$ cat src/rtl/skinny_inv_sbox8_isw1_pini_ctrl_pkg.sv
// rtl/skinny_inv_sbox8_isw1_pini_ctrl_pkg.sv - shared FSM encoding, latency and gadget/mask indices
// Optional feature macro: SKINNY_INV_SBOX_CLR_EN
package skinny_inv_sbox8_isw1_pini_ctrl_pkg;

  localparam logic [1:0] S_IDLE = 2'd0;
  localparam logic [1:0] S_BUSY = 2'd1;
  localparam logic [1:0] S_DONE = 2'd2;

  localparam int         BUSY_CYCLES = 12;
  localparam logic [3:0] BUSY_LAST   = 4'(BUSY_CYCLES - 1);
  localparam int         N_GADGETS   = 8;

  // Gadget index k also selects its mask pair r[2k+1:2k]
  localparam logic [2:0] G_I3 = 3'd0;
  localparam logic [2:0] G_I5 = 3'd1;
  localparam logic [2:0] G_I2 = 3'd2;
  localparam logic [2:0] G_I7 = 3'd3;
  localparam logic [2:0] G_I1 = 3'd4;
  localparam logic [2:0] G_I0 = 3'd5;
  localparam logic [2:0] G_I6 = 3'd6;
  localparam logic [2:0] G_I4 = 3'd7;

  function automatic logic [1:0] share_bit(input logic [7:0] x0, input logic [7:0] x1,
                                           input logic [2:0] b);
    return {x1[b], x0[b]};
  endfunction

endpackage

$ cat src/rtl/skinny_inv_sbox8_isw1_pini_ctrl_gadget.sv
// rtl/skinny_inv_sbox8_isw1_pini_ctrl_gadget.sv - first-order ISW/PINI gadget f = (a nor b) xor z, 3-cycle latency
// Optional feature macro: SKINNY_INV_SBOX_CLR_EN
module isw1_pini_inv_cfn_fr (
`ifdef SKINNY_INV_SBOX_CLR_EN
  input  logic       clr,
`endif
  output logic [1:0] f,
  input  logic [1:0] a,
  input  logic [1:0] b,
  input  logic [1:0] z,
  input  logic [1:0] r,
  input  logic       clk
);

`ifndef SKINNY_INV_SBOX_CLR_EN
  logic clr;
  assign clr = 1'b0;
`endif

  logic [1:0] a_q, b_q, z_q, z_qq;
  logic       p00, p11, c01, c10;

  // nor(a,b) = ~a & ~b; inversion only touches share 0, b is refreshed by r[0]
  always_ff @(posedge clk) begin
    if (clr) begin
      a_q  <= 2'b00;
      b_q  <= 2'b00;
      z_q  <= 2'b00;
      z_qq <= 2'b00;
      p00  <= 1'b0;
      p11  <= 1'b0;
      c01  <= 1'b0;
      c10  <= 1'b0;
      f    <= 2'b00;
    end else begin
      a_q  <= {a[1], ~a[0]};
      b_q  <= {b[1] ^ r[0], ~b[0] ^ r[0]};
      z_q  <= z;
      p00  <= a_q[0] & b_q[0];
      p11  <= a_q[1] & b_q[1];
      c01  <= (a_q[0] & b_q[1]) ^ r[1];
      c10  <= (a_q[1] & b_q[0]) ^ r[1];
      z_qq <= z_q;
      f    <= {p11 ^ c10 ^ z_qq[1], p00 ^ c01 ^ z_qq[0]};
    end
  end

endmodule

$ cat src/rtl/skinny_inv_sbox8_isw1_pini_ctrl.sv
// rtl/skinny_inv_sbox8_isw1_pini_ctrl.sv - masked SKINNY 8-bit inverse S-box with valid/ready control
// Optional feature macro: SKINNY_INV_SBOX_CLR_EN
module skinny_inv_sbox8_isw1_pini_ctrl
  import skinny_inv_sbox8_isw1_pini_ctrl_pkg::*;
(
  input  logic        clk,
  input  logic        rst,
  input  logic [7:0]  si0,
  input  logic [7:0]  si1,
  input  logic [15:0] r,
  input  logic        in_valid,
  output logic        in_ready,
  output logic [7:0]  bo0,
  output logic [7:0]  bo1,
  output logic        out_valid,
  input  logic        out_ready
);

  logic [1:0]  state;
  logic [3:0]  cnt;
  logic [7:0]  s0_q, s1_q, o0, o1, res0, res1;
  logic [15:0] r_q, m;
  logic        acc, clr;
  logic [1:0]  ga [N_GADGETS];
  logic [1:0]  gb [N_GADGETS];
  logic [1:0]  gz [N_GADGETS];
  logic [1:0]  gf [N_GADGETS];

  assign in_ready  = (state == S_IDLE) & ~rst;
  assign out_valid = (state == S_DONE);
  assign acc       = in_valid & in_ready;

`ifdef SKINNY_INV_SBOX_CLR_EN
  assign clr = rst | (out_valid & out_ready);
`else
  assign clr = 1'b0;
`endif

  // First-layer gadgets sample on the handshake edge, so they see the live inputs then
  assign o0 = acc ? si0 : s0_q;
  assign o1 = acc ? si1 : s1_q;
  assign m  = acc ? r   : r_q;

  always_ff @(posedge clk) begin
    if (clr) begin
      s0_q <= 8'h00;
      s1_q <= 8'h00;
      r_q  <= 16'h0000;
    end else if (acc) begin
      s0_q <= si0;
      s1_q <= si1;
      r_q  <= r;
    end
  end

  assign ga[G_I3] = share_bit(o0, o1, 3'd7);
  assign gb[G_I3] = share_bit(o0, o1, 3'd6);
  assign gz[G_I3] = share_bit(o0, o1, 3'd4);
  assign ga[G_I5] = share_bit(o0, o1, 3'd6);
  assign gb[G_I5] = share_bit(o0, o1, 3'd5);
  assign gz[G_I5] = share_bit(o0, o1, 3'd7);
  assign ga[G_I2] = share_bit(o0, o1, 3'd3);
  assign gb[G_I2] = share_bit(o0, o1, 3'd1);
  assign gz[G_I2] = share_bit(o0, o1, 3'd0);
  assign ga[G_I7] = share_bit(o0, o1, 3'd2);
  assign gb[G_I7] = share_bit(o0, o1, 3'd7);
  assign gz[G_I7] = share_bit(o0, o1, 3'd1);
  assign ga[G_I1] = share_bit(o0, o1, 3'd5);
  assign gb[G_I1] = gf[G_I3];
  assign gz[G_I1] = share_bit(o0, o1, 3'd3);
  assign ga[G_I0] = gf[G_I3];
  assign gb[G_I0] = gf[G_I2];
  assign gz[G_I0] = share_bit(o0, o1, 3'd5);
  assign ga[G_I6] = gf[G_I2];
  assign gb[G_I6] = gf[G_I1];
  assign gz[G_I6] = share_bit(o0, o1, 3'd2);
  assign ga[G_I4] = gf[G_I7];
  assign gb[G_I4] = gf[G_I6];
  assign gz[G_I4] = share_bit(o0, o1, 3'd6);

  for (genvar k = 0; k < N_GADGETS; k++) begin : g_gadget
    isw1_pini_inv_cfn_fr u_gadget (
`ifdef SKINNY_INV_SBOX_CLR_EN
      .clr (clr),
`endif
      .f   (gf[k]),
      .a   (ga[k]),
      .b   (gb[k]),
      .z   (gz[k]),
      .r   (m[2*k +: 2]),
      .clk (clk)
    );
  end

  assign res0 = {gf[G_I7][0], gf[G_I6][0], gf[G_I5][0], gf[G_I4][0],
                 gf[G_I3][0], gf[G_I2][0], gf[G_I1][0], gf[G_I0][0]};
  assign res1 = {gf[G_I7][1], gf[G_I6][1], gf[G_I5][1], gf[G_I4][1],
                 gf[G_I3][1], gf[G_I2][1], gf[G_I1][1], gf[G_I0][1]};

  always_ff @(posedge clk) begin
    if (rst) begin
      state <= S_IDLE;
      cnt   <= 4'd0;
      bo0   <= 8'h00;
      bo1   <= 8'h00;
    end else begin
      case (state)
        S_IDLE: begin
          if (in_valid) begin
            state <= S_BUSY;
            cnt   <= 4'd0;
          end
        end
        S_BUSY: begin
          if (cnt == BUSY_LAST) begin
            state <= S_DONE;
            bo0   <= res0;
            bo1   <= res1;
          end else begin
            cnt <= cnt + 4'd1;
          end
        end
        S_DONE: begin
          if (out_ready) begin
            state <= S_IDLE;
            cnt   <= 4'd0;
            if (clr) begin
              bo0 <= 8'h00;
              bo1 <= 8'h00;
            end
          end
        end
        default: state <= S_IDLE;
      endcase
    end
  end

endmodule

$ cat config.mk
export PLATFORM = sky130hd
export DESIGN_NAME = skinny_inv_sbox8_isw1_pini_ctrl
export DESIGN_NICKNAME = d
export VERILOG_FILES = /design/src/rtl/skinny_inv_sbox8_isw1_pini_ctrl_pkg.sv /design/src/rtl/skinny_inv_sbox8_isw1_pini_ctrl_gadget.sv /design/src/rtl/skinny_inv_sbox8_isw1_pini_ctrl.sv
export SDC_FILE = /design/constraint.sdc
export NUM_CORES = 1
export LEC_CHECK = 0
export CORE_MARGIN = 5
export CORE_UTILIZATION = 25
export DETAILED_ROUTE_END_ITERATION = 8
export PLACE_DENSITY = 0.44
export REMOVE_ABC_BUFFERS = 1
export SETUP_SLACK_MARGIN = 0.3
export SLEW_MARGIN = 20
export SYNTH_ARGS = -nofsm -noshare
export SYNTH_HDL_FRONTEND = slang
export SYNTH_HIERARCHICAL = 1
export SYNTH_SLANG_ARGS = --single-unit
export TNS_END_PERCENT = 50
$ cat constraint.sdc
create_clock -name clk -period 1.6 [get_ports clk]
set_input_delay 0.32 -clock clk [delete_from_list [all_inputs] [get_ports clk]]
set_output_delay 0.32 -clock clk [all_outputs]
set_load 0.02 [all_outputs]
Word level (Yosys, flattened, before mapping)
Cells that the tools add are included.
{"block": "totals", "regBits": 166, "inputBits": 36, "output_inout_bits": 18, "wordCells": 213}
{"block": "classes", "add_sub_neg": 1, "n_eq_ne": 7, "n_mux": 11, "bitwise": 110, "reduce_logical": 5}
{"op": "$xor A1 B1 Y1", "n": 64}
{"op": "$and A1 B1 Y1", "n": 34}
{"op": "$mux W16", "n": 1}
{"op": "$mux W8", "n": 2}
{"op": "$mux W4", "n": 3}
{"op": "$not A1 Y1", "n": 12}
{"op": "$pmux W4 S3", "n": 1}
{"op": "$mux W2", "n": 3}
{"op": "$ne A2 B2 Y1 const B", "n": 3}
{"op": "$pmux W2 S3", "n": 1}
{"op": "$add A4 B1 Y4 const B", "n": 1}
{"op": "$eq A4 B4 Y1 const B", "n": 1}
{"op": "$reduce_and A4 Y1", "n": 1}
{"op": "$reduce_and A3 Y1", "n": 1}
{"op": "$reduce_bool A3 Y1", "n": 1}
{"op": "$eq A2 B1 Y1 const B", "n": 1}
{"op": "$eq A2 B2 Y1 const B", "n": 1}
{"op": "$logic_not A2 Y1", "n": 1}
{"op": "$ne A2 B1 Y1 const B", "n": 1}
{"op": "$reduce_and A2 Y1", "n": 1}

Logic depth before layout (Yosys ltp)
{"block": "depth", "ltp_word": 6, "ltp_mapped": 6}

By module
Netlist, hierarchy kept.
{"mod": "isw1_pini_inv_cfn_fr", "instances": 8, "cells_each": 27, "area_each_um2": 374.1}
{"mod": "skinny_inv_sbox8_isw1_pini_ctrl", "instances": 1, "cells_each": 176, "area_each_um2": 2084.5}

Worst setup path after synthesis
No wires, ideal clock.
{"block": "synth_path", "kind": "reg2reg", "from": "register state[1]", "to": "register g_gadget[0].u_gadget.b_q[1]", "setup_ns": 0.117, "arrival_time_ns": 1.680, "required_time_ns": 1.483, "path_slack_ns": -0.196, "stages_incl_launch_ff": 7, "path_buffers": 2, "cell_sequence": "dfxtp_1 nor3_2 and2_4 buf_6 buf_6 mux2_4 xor2_1"}
{"block": "synth_between", "elab_chain_len": 5, "word_cells_on_any_way": 6}
{"item": "from (decl)", "line_no": "skinny_inv_sbox8_isw1_pini_ctrl.sv:19", "rtl": "logic [1:0] state;"}
{"item": "from (signal assigned)", "line_no": "skinny_inv_sbox8_isw1_pini_ctrl.sv:102", "rtl": "state <= S_IDLE;"}
{"item": "from (signal assigned)", "line_no": "skinny_inv_sbox8_isw1_pini_ctrl.sv:110", "rtl": "state <= S_BUSY;"}
{"item": "from (signal assigned)", "line_no": "skinny_inv_sbox8_isw1_pini_ctrl.sv:116", "rtl": "state <= S_DONE;"}
{"item": "$logic_not A2 Y1", "line_no": "skinny_inv_sbox8_isw1_pini_ctrl.sv:29", "rtl": "assign in_ready = (state == S_IDLE) & ~rst;"}
{"item": "$and A1 B1 Y1", "line_no": "skinny_inv_sbox8_isw1_pini_ctrl.sv:29"}
{"item": "named net in_ready", "line_no": "skinny_inv_sbox8_isw1_pini_ctrl.sv:12", "rtl": "output logic in_ready,"}
{"item": "$and A1 B1 Y1", "line_no": "skinny_inv_sbox8_isw1_pini_ctrl.sv:31", "rtl": "assign acc = in_valid & in_ready;"}
{"item": "$mux W16"}
{"item": "named net m[0]", "line_no": "skinny_inv_sbox8_isw1_pini_ctrl.sv:22", "rtl": "logic [15:0] r_q, m;"}
{"item": "$xor A1 B1 Y1", "line_no": "skinny_inv_sbox8_isw1_pini_ctrl_gadget.sv:37", "rtl": "b_q <= {b[1] ^ r[0], ~b[0] ^ r[0]};"}
{"item": "to (signal assigned)", "line_no": "skinny_inv_sbox8_isw1_pini_ctrl_gadget.sv:37"}
{"item": "to (decl)", "line_no": "skinny_inv_sbox8_isw1_pini_ctrl_gadget.sv:20", "rtl": "logic [1:0] a_q, b_q, z_q, z_qq;"}
The timed path passes the listed nets, and every way through them passes these cells.
A chain may end at the register's enable or synchronous reset.

Worst setup path in the final report
{"block": "layout_path", "from": "register state[1]", "to": "register g_gadget[4].u_gadget.c01"}
{"block": "layout_between", "elab_chain_len": 5}
{"item": "$logic_not A2 Y1", "line_no": "skinny_inv_sbox8_isw1_pini_ctrl.sv:29"}
{"item": "$and A1 B1 Y1", "line_no": "skinny_inv_sbox8_isw1_pini_ctrl.sv:29"}
{"item": "$and A1 B1 Y1", "line_no": "skinny_inv_sbox8_isw1_pini_ctrl.sv:31"}
{"item": "$mux W16"}
{"item": "named net m[9]", "line_no": "skinny_inv_sbox8_isw1_pini_ctrl.sv:22"}
{"item": "$xor A1 B1 Y1", "line_no": "skinny_inv_sbox8_isw1_pini_ctrl_gadget.sv:41", "rtl": "c01 <= (a_q[0] & b_q[1]) ^ r[1];"}
{"item": "to (signal assigned)", "line_no": "skinny_inv_sbox8_isw1_pini_ctrl_gadget.sv:41"}
{"item": "to (decl)", "line_no": "skinny_inv_sbox8_isw1_pini_ctrl_gadget.sv:21", "rtl": "logic p00, p11, c01, c10;"}
The timed path passes the listed nets, and every way through them passes these cells.

==> qor.yml <==
yosys:
  ys_warn_count: 6
  synth_cell_type_count: 34
  synth_edf_count: 0
  netlist_area_um2: 5080
  synth_top_flop_cell: "dfxtp_1"
  synth_seq_area_share_pct: 65.5
  syn_avg_cell_area_um2: 13.0
  synth-seq-cells: 166
  synth_cells: 392
  async_reset_ff_share_pct: 0
hold_path:
  hold_end: "g_gadget[7].u_gadget/z_qq[1]"
  hold_start: "g_gadget[7].u_gadget/z_q[1]"
  whs_path_depth: 0
  hold_path.class: "reg2reg"
detailed_routing:
  drt-vias-per-instance: 3.81
  ant_nets: 0
  num_vias: 2913
  drt-initial-drc-count: 96
  wl_per_cell_um: 13.0
  dr.pass1.iters: 5
  drc: 0
  totalWireLength_um: 9940
sta:
  tightest_slew_ns: 0.295
  period_share_pct: 98.8
  setup-violations-final: 0
  final.setup.worst_slack_ns: 0.0200
  clock.fmax_mhz: 633
  rsz0062_at_grt: "true"
  slew_headroom_pct: 80.4
  skew_ns: 0.00688
  fin_crit_ns: 1.58
  drv_slew: 0
  timing_hold_violations_final: 0
floorplan:
  die_area_um2: 23300
  fp.dieH_um: 153
  coreArea_um2: 20100
  initial_utilization_pct: 25.3
  ios: 54
  die_w_um: 153
  rows: 52
clocking:
  clockBufferDepth: 2
  cts_sinks: 166
  cts-buffers-inserted: 17
  clk_pin_slew_ns: 0.06
  root_buffer: "clkbuf_16"
  clock_latency_ns: 0.41
  cts_max_level: 4
  cts_tree: "done"
final_layout:
  diodes: 0
  nets: 518
  regArea_um2: 3330
  area_delta_synth_final_pct: 35.9
  fin_util_pct: 34.3
  drive_above_1_share_pct: 30.8
  postLayoutCellArea_um2: 6900
  multi_input_area_um2: 1830
  fill_cells: 1975
outcome:
  status: "finished, final reports clean"
pwr:
  leakagePower_nw: 2.76
  ir_worst_vdd_mv: 0.907
  power_mw: 12.1
  cellPowerDensity_nw_per_um2: 1750
placed_design:
  post-dp-hpwl_um: 6700
  io_buffers: 53
  place_area_um2: 6000
  dp_worst_setup_slack_ns: -0.397
  gp_congestion: 0.670
worst_setup_path:
  worst-path-max-fanout: 5
  crit_slowest_cell: "dfxtp_2"
  cp.required_ns: 1.91
  max_stage_delay_ns: 0.33
  r2r_end: "g_gadget[4].u_gadget/c01"
  r2r_cells: 6
  endpoint_kind: "register"
  arrival_ns: 1.89
  crit_type: "reg2reg"
  critPathBufInv: 2
  crit_family: "simple AND/OR/NAND/NOR gates"
  cp-start-kind: "register"
  r2r_start: "state[1]"
  crit_path_cell_trace: "nor3_4, and2_4, buf_12, buf_16, mux2_4, xnor2_2"
  worstSetupStartpoint: "state[1]"
  r2r_slack_ns: 0.02
global_route:
  grt_pass1_wl_um: 16200
  grt-ovfl-total: 0
  grt_pass1_vias: 3101
  grt_max_degree: 24
  antenna_found_initial: 0
  track_usage_pct: 9.02
run:
  max-cap-violations: 0
## power breakdown
part | switching, mW | internal, mW
logic | 0.818 | 1.41
registers | 0.614 | 5.50
clock network | 1.64 | 2.13
total | 3.07 | 9.03
## cell usage after synthesis (4+ instances only)
cell / number / area, um2
dfxtp_1: 166 / 3320
xnor2_1: 56 / 490
mux2_4: 29 / 435
a21oi_1: 18 / 90.1
nand2_1: 17 / 63.8
nand3_1: 17 / 85.1
o21ai_0: 17 / 85.1
and2_1: 16 / 100
inv_1: 10 / 37.5
xor2_1: 8 / 70.1
clkbuf_1: 5 / 18.8
buf_2: 4 / 20.0
## worst max-delay path by stage
stage                                  end  cells after the start
2_1_floorplan  g_gadget[3].u_gadget/b_q[1]                      4
3_3_place_gp                      in_ready                      4
3_5_place_dp   g_gadget[3].u_gadget/b_q[1]                      6
4_1_cts           g_gadget[4].u_gadget/c01                      6
5_1_grt           g_gadget[4].u_gadget/c01                      6
6_report          g_gadget[4].u_gadget/c01                      6
## worst reg2reg max path: cells and delay by family, from the launching register on
family        cells  cell delay (ns)
buf+inv           2             0.24
flops             1             0.33
simple gates      2             0.44
xor+xnor          1             0.13
mux               1             0.33
## routing by layer
layer  track usage (%)  wire, um
met3              3.44       358
met1              11.6      4840
met4              3.44       132
met5                 0         0
met2              13.8      4610
## sequential cells by signal, summed over array words and instances, names as in the netlist, 4 cells and up
signal,cells
bo0,8
bo1,8
cnt,4
g_gadget.u_gadget/a_q,16
g_gadget.u_gadget/b_q,16
g_gadget.u_gadget/c01,8
g_gadget.u_gadget/c10,8
g_gadget.u_gadget/f,16
g_gadget.u_gadget/p00,8
g_gadget.u_gadget/p11,8
g_gadget.u_gadget/z_q,16
g_gadget.u_gadget/z_qq,16
r_q,16
s0_q,8
s1_q,8
## area by class of cell
cell class / count / area share, %
Multi-Input combinational cell: 203 / 26.6
Sequential cell: 166 / 48.3
Clock buffer: 20 / 6.76
Clock inverter: 12 / 1.36
Timing Repair Buffer: 83 / 11.6
Inverter: 10 / 0.544
Tap cell: 270 / 4.90
## cells by family after synthesis
group / count (synthesis) / synth area share (%)
multiplexers: 33 / 9.44
flip-flops: 166 / 65.5
XOR/XNOR: 64 / 11.0
AO/OA/AOI/OAI: 41 / 4.41
adder cells (fa/ha/maj): 1 / 0.246
AND/OR/NAND/NOR: 64 / 6.88
buffers and inverters: 23 / 2.54
## repair_timing
action | in CTS | in global routing
gates resized for setup | 125 | 21
setup endpoints to repair | 129 | 111
cloned | 3 | 0
buffers inserted | 13 | 0
hold buffers | 0 | 0
pin swaps | 21 | 6
## through the flow
| stage | cells | TNS (ns) | hold slack (ns) |
|---|---|---|---|
| 2_1_floorplan | 379 | -16.85 | 0.310 |
| 3_3_place_gp | 716 | -23.88 | 0.314 |
| 3_5_place_dp | 716 | -23.83 | 0.313 |
| 4_1_cts | 764 | -0.00920 | 0.329 |
| 5_1_grt | 764 | -0.425 | 0.334 |
| 6_report | 764 | 0 | 0.324 |
## layout by cell type, fill, tap and decap left out, drive strengths merged, types with 2 or more instances in the layout
cell type	n
dfxtp	166
clkbuf	20
inv	13
o21ai	17
nand3	17
clkdlybuf4s50	35
nand2b	2
clkinv	4
nor3	2
or4	2
nand2	17
xnor2	56
clkinvlp	5
and2	17
mux2	32
a21oi	18
buf	48
o221ai	2
xor2	8
No activity file was read; power rests on OpenSTA's default activity.
